File: config.mk
export PLATFORM = sky130hd
export DESIGN_NAME = obstacle_avoid_ctrl
export DESIGN_NICKNAME = d
export VERILOG_FILES = /design/src/rtl/obstacle_avoid_ctrl_pkg.sv /design/src/rtl/obstacle_avoid_ctrl_dist_filter.sv /design/src/rtl/obstacle_avoid_ctrl.sv
export SDC_FILE = /design/constraint.sdc
export NUM_CORES = 1
export LEC_CHECK = 0
export ABC_AREA = 1
export BUFFER_PORTS_ARGS = -buffer_cell sky130_fd_sc_hd__clkbuf_2
export CORE_MARGIN = 2
export CORE_UTILIZATION = 50
export CTS_BUF_LIST = sky130_fd_sc_hd__clkbuf_8
export DETAILED_ROUTE_END_ITERATION = 16
export PLACE_DENSITY = 0.65
export SLEW_MARGIN = 20
export SYNTH_ARGS = -nofsm -noshare
export SYNTH_HDL_FRONTEND = slang
export SYNTH_HIERARCHICAL = 1
export SYNTH_SLANG_ARGS = --single-unit
export TNS_END_PERCENT = 20
File: constraint.sdc
create_clock -name Clk -period 2.8 [get_ports Clk]
set_input_delay 0.14 -clock Clk [delete_from_list [all_inputs] [get_ports Clk]]
set_output_delay 0.14 -clock Clk [all_outputs]
set_load 0.1 [all_outputs]
File: src/rtl/obstacle_avoid_ctrl_pkg.sv
// Shared types and constants for the obstacle avoidance controller.
package obstacle_avoid_ctrl_pkg;

    localparam int unsigned DIST_W = 20;
    localparam int unsigned SUM_W  = 22;

    typedef logic [1:0] cmd_t;

    localparam cmd_t CMD_STOP = 2'b00;
    localparam cmd_t CMD_FWD  = 2'b01;
    localparam cmd_t CMD_REV  = 2'b10;
    localparam cmd_t CMD_TURN = 2'b11;

    typedef enum logic [2:0] {
        ST_IDLE,
        ST_FWD,
        ST_BACK,
        ST_TURN,
        ST_CHECK,
        ST_FAULT
    } state_t;

    // Motion command driven while the FSM sits in a given state.
    function automatic cmd_t state_cmd(input state_t s);
        case (s)
            ST_FWD:  return CMD_FWD;
            ST_BACK: return CMD_REV;
            ST_TURN: return CMD_TURN;
            default: return CMD_STOP;
        endcase
    endfunction

endpackage

File: src/rtl/obstacle_avoid_ctrl_dist_filter.sv
// Distance front end: ms prescaler, periodic sampling, validation,
// 4-sample moving average and consecutive-invalid fault detection.
module obstacle_avoid_ctrl_dist_filter
    import obstacle_avoid_ctrl_pkg::*;
#(
    parameter int unsigned CLK_FREQ  = 50_000_000,
    parameter int unsigned SAMPLE_MS = 60,
    parameter int unsigned MAX_VALID = 400000,
    parameter int unsigned FAULT_CNT = 8
) (
    input  logic              Clk,
    input  logic              Rst_n,
    input  logic [DIST_W-1:0] dist_i,
    output logic [DIST_W-1:0] dist_avg,
    output logic              avg_valid,
    output logic              sensor_fault,
    output logic              ms_tick
);

    localparam int unsigned       MS_DIV = CLK_FREQ / 1000;
    localparam logic [DIST_W-1:0] MAX_V  = DIST_W'(MAX_VALID);

    logic [31:0]       ms_cnt;
    logic [31:0]       samp_cnt;
    logic [31:0]       inv_cnt;
    logic [2:0]        fill;
    logic [DIST_W-1:0] win0;
    logic [DIST_W-1:0] win1;
    logic [DIST_W-1:0] win2;
    logic              sample_tick;
    logic              sample_ok;
    logic [SUM_W-1:0]  new_sum;

    // Millisecond prescaler; ms_tick is a registered one-cycle pulse.
    always_ff @(posedge Clk or negedge Rst_n) begin
        if (!Rst_n) begin
            ms_cnt  <= '0;
            ms_tick <= 1'b0;
        end else if (ms_cnt == MS_DIV - 1) begin
            ms_cnt  <= '0;
            ms_tick <= 1'b1;
        end else begin
            ms_cnt  <= ms_cnt + 32'd1;
            ms_tick <= 1'b0;
        end
    end

    // Counts ms ticks to place a sample every SAMPLE_MS milliseconds.
    always_ff @(posedge Clk or negedge Rst_n) begin
        if (!Rst_n) begin
            samp_cnt <= '0;
        end else if (ms_tick) begin
            if (samp_cnt == SAMPLE_MS - 1) begin
                samp_cnt <= '0;
            end else begin
                samp_cnt <= samp_cnt + 32'd1;
            end
        end
    end

    // Sample strobe, reading validity and the sum including the incoming reading.
    always_comb begin
        sample_tick = ms_tick && (samp_cnt == SAMPLE_MS - 1);
        sample_ok   = (dist_i != '0) && (dist_i <= MAX_V);
        new_sum     = SUM_W'(dist_i) + SUM_W'(win0) + SUM_W'(win1) + SUM_W'(win2);
    end

    // Window shift, averaging and fault counting on each sample.
    // Only the three previous readings are stored: the fourth window entry
    // is the reading being captured, so the average registers in the same
    // edge that shifts the window.
    always_ff @(posedge Clk or negedge Rst_n) begin
        if (!Rst_n) begin
            win0         <= '0;
            win1         <= '0;
            win2         <= '0;
            fill         <= '0;
            inv_cnt      <= '0;
            sensor_fault <= 1'b0;
            dist_avg     <= '0;
            avg_valid    <= 1'b0;
        end else begin
            avg_valid <= 1'b0;
            if (sample_tick) begin
                if (sample_ok) begin
                    win0         <= dist_i;
                    win1         <= win0;
                    win2         <= win1;
                    inv_cnt      <= '0;
                    sensor_fault <= 1'b0;
                    if (fill != 3'd4) begin
                        fill <= fill + 3'd1;
                    end
                    if (fill >= 3'd3) begin
                        dist_avg  <= new_sum[SUM_W-1:2];
                        avg_valid <= 1'b1;
                    end
                end else begin
                    if (inv_cnt != FAULT_CNT) begin
                        inv_cnt <= inv_cnt + 32'd1;
                    end
                    if ((inv_cnt + 32'd1) >= FAULT_CNT) begin
                        sensor_fault <= 1'b1;
                    end
                end
            end
        end
    end

endmodule

File: src/rtl/obstacle_avoid_ctrl.sv
// Obstacle avoidance controller: filtered distance, hysteresis obstacle
// flag and a timed reverse/turn/check avoidance state machine.
module obstacle_avoid_ctrl
    import obstacle_avoid_ctrl_pkg::*;
#(
    parameter int unsigned CLK_FREQ  = 50_000_000,
    parameter int unsigned SAMPLE_MS = 60,
    parameter int unsigned NEAR_TH   = 20000,
    parameter int unsigned FAR_TH    = 30000,
    parameter int unsigned MAX_VALID = 400000,
    parameter int unsigned FAULT_CNT = 8,
    parameter int unsigned BACK_MS   = 400,
    parameter int unsigned TURN_MS   = 600
) (
    input  logic              Clk,
    input  logic              Rst_n,
    input  logic              en,
    input  logic [DIST_W-1:0] dist_i,
    output logic [1:0]        cmd,
    output logic              obstacle,
    output logic [DIST_W-1:0] dist_avg,
    output logic              avg_valid,
    output logic              sensor_fault
);

    localparam logic [DIST_W-1:0] NEAR_V = DIST_W'(NEAR_TH);
    localparam logic [DIST_W-1:0] FAR_V  = DIST_W'(FAR_TH);

    logic        ms_tick;
    logic        eval_done;
    logic [31:0] timer;
    state_t      state;

    obstacle_avoid_ctrl_dist_filter #(
        .CLK_FREQ  (CLK_FREQ),
        .SAMPLE_MS (SAMPLE_MS),
        .MAX_VALID (MAX_VALID),
        .FAULT_CNT (FAULT_CNT)
    ) u_dist_filter (
        .Clk          (Clk),
        .Rst_n        (Rst_n),
        .dist_i       (dist_i),
        .dist_avg     (dist_avg),
        .avg_valid    (avg_valid),
        .sensor_fault (sensor_fault),
        .ms_tick      (ms_tick)
    );

    // Hysteresis on each fresh average; eval_done marks the updated flag.
    always_ff @(posedge Clk or negedge Rst_n) begin
        if (!Rst_n) begin
            obstacle  <= 1'b0;
            eval_done <= 1'b0;
        end else begin
            eval_done <= avg_valid;
            if (avg_valid) begin
                if (dist_avg < NEAR_V) begin
                    obstacle <= 1'b1;
                end else if (dist_avg > FAR_V) begin
                    obstacle <= 1'b0;
                end
            end
        end
    end

    // Avoidance FSM with ms timer; cmd is a registered decode of the state.
    always_ff @(posedge Clk or negedge Rst_n) begin
        if (!Rst_n) begin
            state <= ST_IDLE;
            timer <= '0;
            cmd   <= CMD_STOP;
        end else begin
            cmd <= state_cmd(state);
            if (!en) begin
                state <= ST_IDLE;
                timer <= '0;
            end else if (sensor_fault) begin
                state <= ST_FAULT;
                timer <= '0;
            end else begin
                case (state)
                    ST_IDLE: begin
                        state <= ST_FWD;
                    end
                    ST_FWD: begin
                        if (obstacle) begin
                            state <= ST_BACK;
                            timer <= BACK_MS;
                        end
                    end
                    ST_BACK: begin
                        if (ms_tick) begin
                            if (timer <= 32'd1) begin
                                state <= ST_TURN;
                                timer <= TURN_MS;
                            end else begin
                                timer <= timer - 32'd1;
                            end
                        end
                    end
                    ST_TURN: begin
                        if (ms_tick) begin
                            if (timer <= 32'd1) begin
                                state <= ST_CHECK;
                                timer <= '0;
                            end else begin
                                timer <= timer - 32'd1;
                            end
                        end
                    end
                    ST_CHECK: begin
                        if (eval_done) begin
                            if (obstacle) begin
                                state <= ST_TURN;
                                timer <= TURN_MS;
                            end else begin
                                state <= ST_FWD;
                            end
                        end
                    end
                    ST_FAULT: begin
                        state <= ST_IDLE;
                    end
                    default: begin
                        state <= ST_IDLE;
                        timer <= '0;
                    end
                endcase
            end
        end
    end

endmodule
Yosys cells after proc, flatten, opt, wreduce, memory -nomap -nowiden
Index checks and enable logic that the tools add are counted.
- $add $sub $neg: 8
- reductions and logical operators: 16
- eq/ne operators: 17
- $lt $le $gt $ge: 6
- multiplexer cells: 33
- operators with widths (cell ; count):
    $mux W32 ; 13
    $pmux W32 S5 ; 1
    $add A32 B1 Y32 const B ; 3
    $add A22 B20 Y22 ; 2
    $eq A32 B16 Y1 const B ; 1
    $eq A32 B6 Y1 const B ; 1
    $ge A32 B4 Y1 const B ; 1
    $le A32 B1 Y1 const B ; 1
    $ne A32 B4 Y1 const B ; 1
    $sub A32 B1 Y32 const B ; 1
    $mux W3 ; 8
    $add A20 B20 Y21 ; 1
    $gt A20 B15 Y1 const B ; 1
    $le A20 B19 Y1 const B ; 1
    $lt A20 B15 Y1 const B ; 1
    $ne A4 B3 Y1 const B ; 5
    $reduce_bool A20 Y1 ; 1
    $pmux W3 S5 ; 1
    $reduce_and A6 Y1 ; 2
    $mux W1 ; 8
    $ne A4 B2 Y1 const B ; 2
    $reduce_and A2 Y1 ; 4
    $eq A3 B2 Y1 const B ; 2
    $eq A3 B3 Y1 const B ; 2
    12 further kinds ; 16
- output and inout port bits: 25
- input port bits: 23
- bits in registers: 221
- logic and storage cells: 96

Logic depth before layout (Yosys ltp)
Gate-level depths: netlist of the first run.
- depth in word-level cells: 6
- depth in mapped cells: 18
- gate-level depth less buffers: 18

By module
Netlist of the first run, hierarchy kept.
- by module, submodules not included (module ; cells an instance ; instances ; area an instance (um^2) ; sequential area each (um^2)):
    obstacle_avoid_ctrl_dist_filter ; 1518 ; 1 ; 11728.7 ; 4554.4
    obstacle_avoid_ctrl ; 419 ; 1 ; 2746.4 ; 975.9

Worst setup path before layout of the first run
No wires, ideal clock.
- kind: reg-to-reg
- start: reg u_dist_filter.win0[1]
- end: reg u_dist_filter.dist_avg[15]
- setup time: 68 ps
- path buffers: 0
- arrival time: 2926 ps
- data required time: 2732 ps
- period minus slack after synthesis: 2994 ps
- cell stages (with the launch flop): 19
- setup slack: -194 ps
- path through: dfrtp_1 > inv_1 > fa_1 > inv_1 > fa_1 > nand2_1 > nor2_1 > fa_1 > nand2_1 > nand2_1 > o21ai_0 > o31ai_1 > nand2_1 > nand2_1 > nand2_1 > nand2_1 > xor2_1 > nand2_1 > nand2_1
- longest elaborated chain between the ends: 3
- ends and longest elaborated chain (what ; line ; source):
    start: declaration ; obstacle_avoid_ctrl_dist_filter.sv:27 ; logic [DIST_W-1:0] win0;
    start signal: assignment ; obstacle_avoid_ctrl_dist_filter.sv:86 ; win0 <= dist_i;
    $add A20 B20 Y21 ; obstacle_avoid_ctrl_dist_filter.sv:65 ; new_sum = SUM_W'(dist_i) + SUM_W'(win0) + SUM_W'(win1) + SUM_W'(win2);
    $add A22 B20 Y22 (2 in series) ; obstacle_avoid_ctrl_dist_filter.sv:65 ;
    end signal: assignment ; obstacle_avoid_ctrl_dist_filter.sv:95 ; dist_avg <= new_sum[SUM_W-1:2];
    end: declaration ; obstacle_avoid_ctrl_dist_filter.sv:14 ; output logic [DIST_W-1:0] dist_avg,
Every way passes these cells.
A chain may end at the register's enable or synchronous reset.

Final worst setup path of the first run
- start: reg u_dist_filter.win1[5]
- end: reg u_dist_filter.dist_avg[15]
- longest elaborated chain between the ends: 2
- ends and longest elaborated chain (what ; line ; source):
    start: declaration ; obstacle_avoid_ctrl_dist_filter.sv:28 ; logic [DIST_W-1:0] win1;
    start signal: assignment ; obstacle_avoid_ctrl_dist_filter.sv:87 ; win1 <= win0;
    $add A22 B20 Y22 (2 in series) ; obstacle_avoid_ctrl_dist_filter.sv:65 ;
Every way passes these cells.

==> flow_metrics.env, run 1 <==
export IMPL_end_kind="register"
export IMPL_clk_latency_ns=0.57
export IMPL_cts_sinks=221
export IMPL_worstMarginPinSlew_ns=0.6927
export IMPL_avgRoutedWirePerCell_um=14.00
export IMPL_place_congestion=0.9375
export IMPL_worstReg2RegEnd="u_dist_filter/dist_avg[15]"
export IMPL_drc=0
export IMPL_fillCellCount=2583
export IMPL_synth_mux_area_share_pct=0
export IMPL_required_ns=3.30
export IMPL_powerDensity_nw_per_um2=713.0
export IMPL_power_frac_seq_pct=29.5
export IMPL_finalCritPeriodShare_pct=103.7
export IMPL_crit_start="u_dist_filter/win1[5]"
export IMPL_synth_seq_cells=221
export IMPL_grtUsageTotal_pct=23.85
export IMPL_synth_compound_area_share_pct=8.523
export IMPL_worstPathArrival_ns=3.40
export IMPL_clkTransAtPathRegs_ns=0.06
export IMPL_io_buffers=47
export IMPL_synth_area_per_cell_sq_um=7.473
export IMPL_routed_wl_mm=35.57
export IMPL_drive_above_1_share_pct=16.97
export IMPL_p_sw_uw=4881
export IMPL_cpMostUsedCell="nand2_1"
export IMPL_crit_type="register to register"
export IMPL_grt_overflow=0
export IMPL_yosys_top_cells_area="dfrtp_1 (38%), nand2_1 (13%), inv_1 (8.0%), fa_1 (5.5%), nor2_1 (5.4%)"
export IMPL_cap_violations=0
export IMPL_die_h_um=174.1
export IMPL_via_per_inst=5.134
export IMPL_hold_path_class="input port to asynchronous set/reset pin"
export IMPL_antenna_left=0
export IMPL_cts_root_buf="clkbuf_8"
export IMPL_yosysUniqueCellTypes=51
export IMPL_dr_pass1_iters=5
export IMPL_htreeDepth=2
export IMPL_crit_path_top_delay_cell="fa_1"
export IMPL_setup_viol=11
export IMPL_nets=2218
export IMPL_final_max_slew_viol_count=0
export IMPL_hold_violations=0
export IMPL_p_leak_uw=0.008687
export IMPL_drt_iter0_drc=788
export IMPL_io_pins=48
export IMPL_syn_nets=2028
export IMPL_ys_seq_area_share_pct=38.21
export IMPL_synthCells=1937
export IMPL_netlist_area_leader_share_pct=38.21
export IMPL_power_frac_comb_pct=44.0
export IMPL_synth_simple_gate_area_share_pct=30.57
export IMPL_ys_async_sr_fraction_pct=100.0
export IMPL_dieArea_sq_um=30330
export IMPL_cp_start_kind="register"
export IMPL_cts_buffer_depth=3
export IMPL_diodes=0
export IMPL_syn_area_sq_um=14480
export IMPL_crit_path_cell_trace="inv_1 > fa_1 > fa_1 > inv_1 > ha_4 > buf_4 > nand2_1 > o31ai_2 > nand2_1 > nand2_2 > nand2_1 > nand2_2 > xor2_1 > nand2_1 > nand2_1"
export IMPL_cts_tree="done"
export IMPL_max_freq_mhz=344.2
export IMPL_synth_fa_ha_area_share_pct=7.952
export IMPL_slew_headroom_pct=53.82
export IMPL_core_sq_um=28630
export IMPL_failed_checks="setup timing"
export IMPL_die_w_um=174.1
export IMPL_yosys_warnings=6
export IMPL_status="complete, but fails checks"
export IMPL_setup_ws_ns=-0.1049
export IMPL_syn2layout_area_growth_pct=19.72
export IMPL_period_needed_ns=2.905
export IMPL_r2r_cells=15
export IMPL_yosys_top_cells_count="nand2_1 (495), inv_1 (310), dfrtp_1 (221)"
export IMPL_rr_startpoint="u_dist_filter/win1[5]"
export IMPL_tns_ns=-0.5454
export IMPL_grt_max_degree=113
export IMPL_pre_cts_slack_ns=-0.2370
export IMPL_synth_edff_count=0
export IMPL_dr_total_vias=13050
export IMPL_internal_power_uw=7475
export IMPL_start_util_pct=50.57
export IMPL_fin_skew_ns=0.02858
export IMPL_cp_max_fo=4
export IMPL_synth_flop_cell="dfrtp_1"
export IMPL_rows=62
export IMPL_hpwl_mm=26.11
export IMPL_cts_buffers=43
export IMPL_synth_top_family_by_area="simple AND/OR/NAND/NOR gates"
export IMPL_grt_antenna_before_repair=0
export IMPL_grt_pass1_wl_mm=60.22
export IMPL_vdd_ir_drop_max_mv=0.3423
export IMPL_slowest_delay_ns=0.52
export IMPL_grt_pass1_vias=12700
export IMPL_post_synth_top_count_cell="nand2_1"
export IMPL_rsz0062_at_grt="yes"
export IMPL_yosysTopAreaCell="dfrtp_1"
export IMPL_synth_xor_area_share_pct=4.417
export IMPL_swShare_pct=39.50
export IMPL_ff2ff_setup_slack_ns=-0.10
export IMPL_clkPwrFrac_pct=26.6
logic make-up after synthesis:
kind of cell             after synthesis
XOR/XNOR                              73
flip-flops                           221
buffers and inverters                358
AND/OR/NAND/NOR                     1004
AO/OA/AOI/OAI                        213
adder cells (fa/ha/maj)               68
final cells by class:
type	count	area [sq um]	share of cell area (%)
inverter	322	1216	7.018
tap	384	480.5	2.773
multi-input combinational	1358	7869	45.41
sequential	221	5530	31.91
clock buffer	54	743.2	4.289
timing repair buffer	181	1358	7.834
clock inverter	21	132.6	0.7653
placed cells by master, fill, tap and decap left out, drive strengths merged, types with 17 or more instances in the layout:
| cell type | synthesis | routed |
|---|---|---|
| dfrtp | 221 | 221 |
| xor2 | 50 | 50 |
| nor3 | 43 | 43 |
| nand4 | 53 | 53 |
| buf | 31 | 114 |
| o31ai | 17 | 17 |
| nor2 | 227 | 227 |
| fa | 40 | 40 |
| clkbuf | 5 | 100 |
| o21ai | 123 | 123 |
| xnor2 | 23 | 23 |
| nor4 | 31 | 31 |
| inv | 320 | 334 |
| dlygate4sd3 | 0 | 21 |
| ha | 28 | 28 |
| a21oi | 42 | 42 |
| nand2 | 511 | 511 |
| nand3 | 130 | 130 |
per-layer routing:
metal	up-vias	GRT usage, %	routed length [um]
li1	6540	-	-
met3	72	3.631	1640
met2	307	38.48	16180
met5	-	0	0
met1	6126	33.05	16730
met4	0	7.948	1014
flip-flops by register name (all words and copies together), names as in the netlist, 2 cells and up:
signal and cells:
cmd 2, state 3, timer 32, u_dist_filter/dist_avg 20
u_dist_filter/fill 3, u_dist_filter/inv_cnt 32, u_dist_filter/ms_cnt 32, u_dist_filter/samp_cnt 32
u_dist_filter/win0 20, u_dist_filter/win1 20, u_dist_filter/win2 20
critical path: cells and delay by family, from the launching register on:
family / cells / cell delay, ns
adders and majority gates: 3 / 1.24
xor gates and xnor gates: 1 / 0.13
buffers and inverters: 3 / 0.27
DFF: 1 / 0.37
and+or+nand+nor: 7 / 0.55
AOI/OAI and AO/OA: 1 / 0.28
power by group through the flow:
stage	logic [uW]	registers, uW	clock network [uW]
after floorplan	3270	3710	0
after global placement	4650	3670	0
after detailed placement	4720	3680	0
after CTS	5160	3630	3390
after global routing	6080	3670	3540
final	5430	3640	3280
how the worst max path moves through the flow:
stage	endpoint	slack [ns]
finish	u_dist_filter/dist_avg[15]	-0.10
global route	u_dist_filter/dist_avg[15]	-0.25
CTS	u_dist_filter/dist_avg[15]	-0.08
detailed placement	u_dist_filter/dist_avg[15]	-0.24
global placement	u_dist_filter/dist_avg[14]	-0.28
floorplan	u_dist_filter/dist_avg[15]	-0.07
repair_timing:
item,CTS,global route
pin swaps,23,22
setup endpoints to repair,14,16
resized for setup,54,34
buffers inserted,3,4
hold buffers,21,0
gates cloned,0,0
endpoints found under the hold margin,103,0
metrics by stage:
stage,std cells,util (%),total power (uW),area (sq um),hold slack [ns]
3_3_place_gp,2438,55.13,8329,15780,0.2093
3_5_place_dp,2438,55.13,8398,15780,0.2122
6_report,2541,60.54,12360,17330,0.1916
2_1_floorplan,1937,-,6980,14490,-0.1556
5_1_grt,2541,60.54,13280,17330,0.2275
4_1_cts,2537,60.01,12180,17180,0.1870
No activity file was read; power rests on OpenSTA's default activity.
==> run 2, diff against run 1 <==
PLACE_DENSITY = 0.69   (was 0.65)
==> run 2 against run 1 <==
The run still ends with setup timing left. Final cell count shrank 0.39%. Via count grew 0.19%. Utilization shrank 0.17 points. Combinational power is essentially flat. Clock power is essentially flat. Count of clock-buffer cells in the layout grew 4. Global-route usage shrank 0.14 points. Sequential cell count is the same. Sequential share of layout area grew 0.092 points. First-iteration DRC count grew 4.6%. Maximum frequency shrank 0.49%. Die area is the same.
==> flow_metrics.env, run 2 (synthesis results as in run 1) <==
export IMPL_dpl_cell_count=2430
export IMPL_p_leak_uw=0.008626
export IMPL_io_buffers=47
export IMPL_final_max_slew_viol_count=0
export IMPL_via_per_inst=5.164
export IMPL_grt_overflow=0
export IMPL_rr_startpoint="u_dist_filter/win1[5]"
export IMPL_final_cell_mix="nand2_1 (481), inv_1 (292), dfrtp_1 (221)"
export IMPL_powerDensity_nw_per_um2=714.3
export IMPL_grtUsageTotal_pct=23.71
export IMPL_clk_latency_ns=0.54
export IMPL_status="complete, but fails checks"
export IMPL_start_util_pct=50.57
export IMPL_end_kind="register"
export IMPL_final_common_cell="nand2_1"
export IMPL_routed_wl_mm=35.38
export IMPL_vdd_ir_drop_max_mv=0.4222
export IMPL_setup_ws_ns=-0.1191
export IMPL_failed_checks="setup timing"
export IMPL_worstHoldStart="en"
export IMPL_cts_sinks=221
export IMPL_pre_cts_slack_ns=-0.2869
export IMPL_dr_total_vias=13070
export IMPL_ff2ff_setup_slack_ns=-0.12
export IMPL_die_h_um=174.1
export IMPL_io_pins=48
export IMPL_drt_iter0_drc=824
export IMPL_cts_buffer_depth=3
export IMPL_hold_violations=0
export IMPL_dr_pass1_iters=5
export IMPL_period_needed_ns=2.919
export IMPL_cts_root_buf="clkbuf_8"
export IMPL_grt_pass1_vias=12730
export IMPL_cp_start_kind="register"
export IMPL_htreeDepth=2
export IMPL_whs_path_depth=5
export IMPL_core_sq_um=28630
export IMPL_avgRoutedWirePerCell_um=13.98
export IMPL_worstPathArrival_ns=3.40
export IMPL_syn2layout_area_growth_pct=19.37
export IMPL_grt_max_degree=107
export IMPL_nets=2207
export IMPL_drive_above_1_share_pct=17.28
export IMPL_worstMarginPinSlew_ns=0.6057
export IMPL_holdPathEnd="state[0]"
export IMPL_hpwl_mm=25.72
export IMPL_slew_headroom_pct=59.62
export IMPL_fin_skew_ns=0.03355
export IMPL_rsz0062_at_grt="yes"
export IMPL_cts_buffers=41
export IMPL_dieArea_sq_um=30330
export IMPL_setup_viol=7
export IMPL_final_instance_count_excl_fill=2531
export IMPL_rows=62
export IMPL_worstReg2RegEnd="u_dist_filter/dist_avg[15]"
export IMPL_hold_path_class="input port to register"
export IMPL_antenna_left=0
export IMPL_clkTransAtPathRegs_ns=0.06
export IMPL_max_freq_mhz=342.6
export IMPL_finalCritPeriodShare_pct=104.3
export IMPL_required_ns=3.28
export IMPL_crit_type="register to register"
export IMPL_cap_violations=0
export IMPL_cts_tree="done"
export IMPL_grt_pass1_wl_mm=60.36
export IMPL_r2r_cells=15
export IMPL_diodes=0
export IMPL_hold_slack_ns=0.02373
export IMPL_grt_antenna_before_repair=0
export IMPL_die_w_um=174.1
export IMPL_cp_max_fo=4
export IMPL_drc=0
export IMPL_place_congestion=0.9037
## run 2: cell types whose count changed in the layout (fill, tap and decap cells not counted), sizes merged
cell and change:
clkinvlp +2, buf -8, clkinv +3, clkbuf +4, dlygate4sd3 -1, bufinv -1
inv -9
## run 2: area by class of cell
cell class              count  area (sq um)
flip-flops and latches    221          5530
multi-input cells        1358          7869
inverters                 322          1216
well taps                 384         480.5
clock buffers              58         798.3
fillers                  2561         11350
repair buffers            172          1304
clock inverters            16         81.33
## run 2: power breakdown
part / internal (uW) / switching [uW] / leakage [uW]
sequential: 3430 / 207 / 0.00285
combinational: 2190 / 3270 / 0.00530
clock: 1840 / 1410 / 0.000475
## run 2: repair_timing
item / CTS / global route
setup buffers: 4 / 3
pin swaps: 32 / 16
cloned: 0 / 0
resized for setup: 71 / 26
endpoints found under the hold margin: 88 / 0
setup endpoints to repair: 16 / 16
hold buffers: 20 / 0
## run 2: how the worst max path moves through the flow
stage                                       to                    from
floorplan           u_dist_filter/dist_avg[15]   u_dist_filter/win1[1]
global placement    u_dist_filter/dist_avg[19]  u_dist_filter/win0[18]
detailed placement  u_dist_filter/dist_avg[19]  u_dist_filter/win0[16]
CTS                 u_dist_filter/dist_avg[19]  u_dist_filter/win1[11]
global route        u_dist_filter/dist_avg[15]   u_dist_filter/win0[5]
finish              u_dist_filter/dist_avg[15]   u_dist_filter/win1[5]
## run 2: stage by stage
| step | util, % | total power, uW | area [sq um] | setup TNS, ns |
|---|---|---|---|---|
| finish | 60.36 | 12340 | 17280 | -0.3075 |
| global route | 60.36 | 13250 | 17280 | -2.047 |
| CTS | 60.01 | 12220 | 17180 | -0.2549 |
| detailed placement | 54.97 | 8365 | 15730 | -2.372 |
| floorplan | - | 6980 | 14490 | -0.1814 |
| global placement | 54.97 | 8287 | 15730 | -2.060 |
## run 2: metal layers
metal	track usage, %	part of all wire [%]	vias up
li1	-	-	6540
met1	31.94	46	6134
met2	39.44	47	310
met3	3.675	4.4	86
met4	7.563	2.7	0
met5	0	0	-
## run 2: critical path, cell delays in order (launching register included)
cell and delay [ns]:
dfrtp_1 0.38, inv_2 0.07, fa_1 0.43, fa_1 0.52
inv_1 0.07, ha_4 0.30, buf_4 0.13, nand2_2 0.07
o31ai_2 0.28, nand2_1 0.11, nand2_2 0.10, nand2_1 0.06
nand2_1 0.07, xor2_1 0.14, nand2_1 0.08, nand2_1 0.06
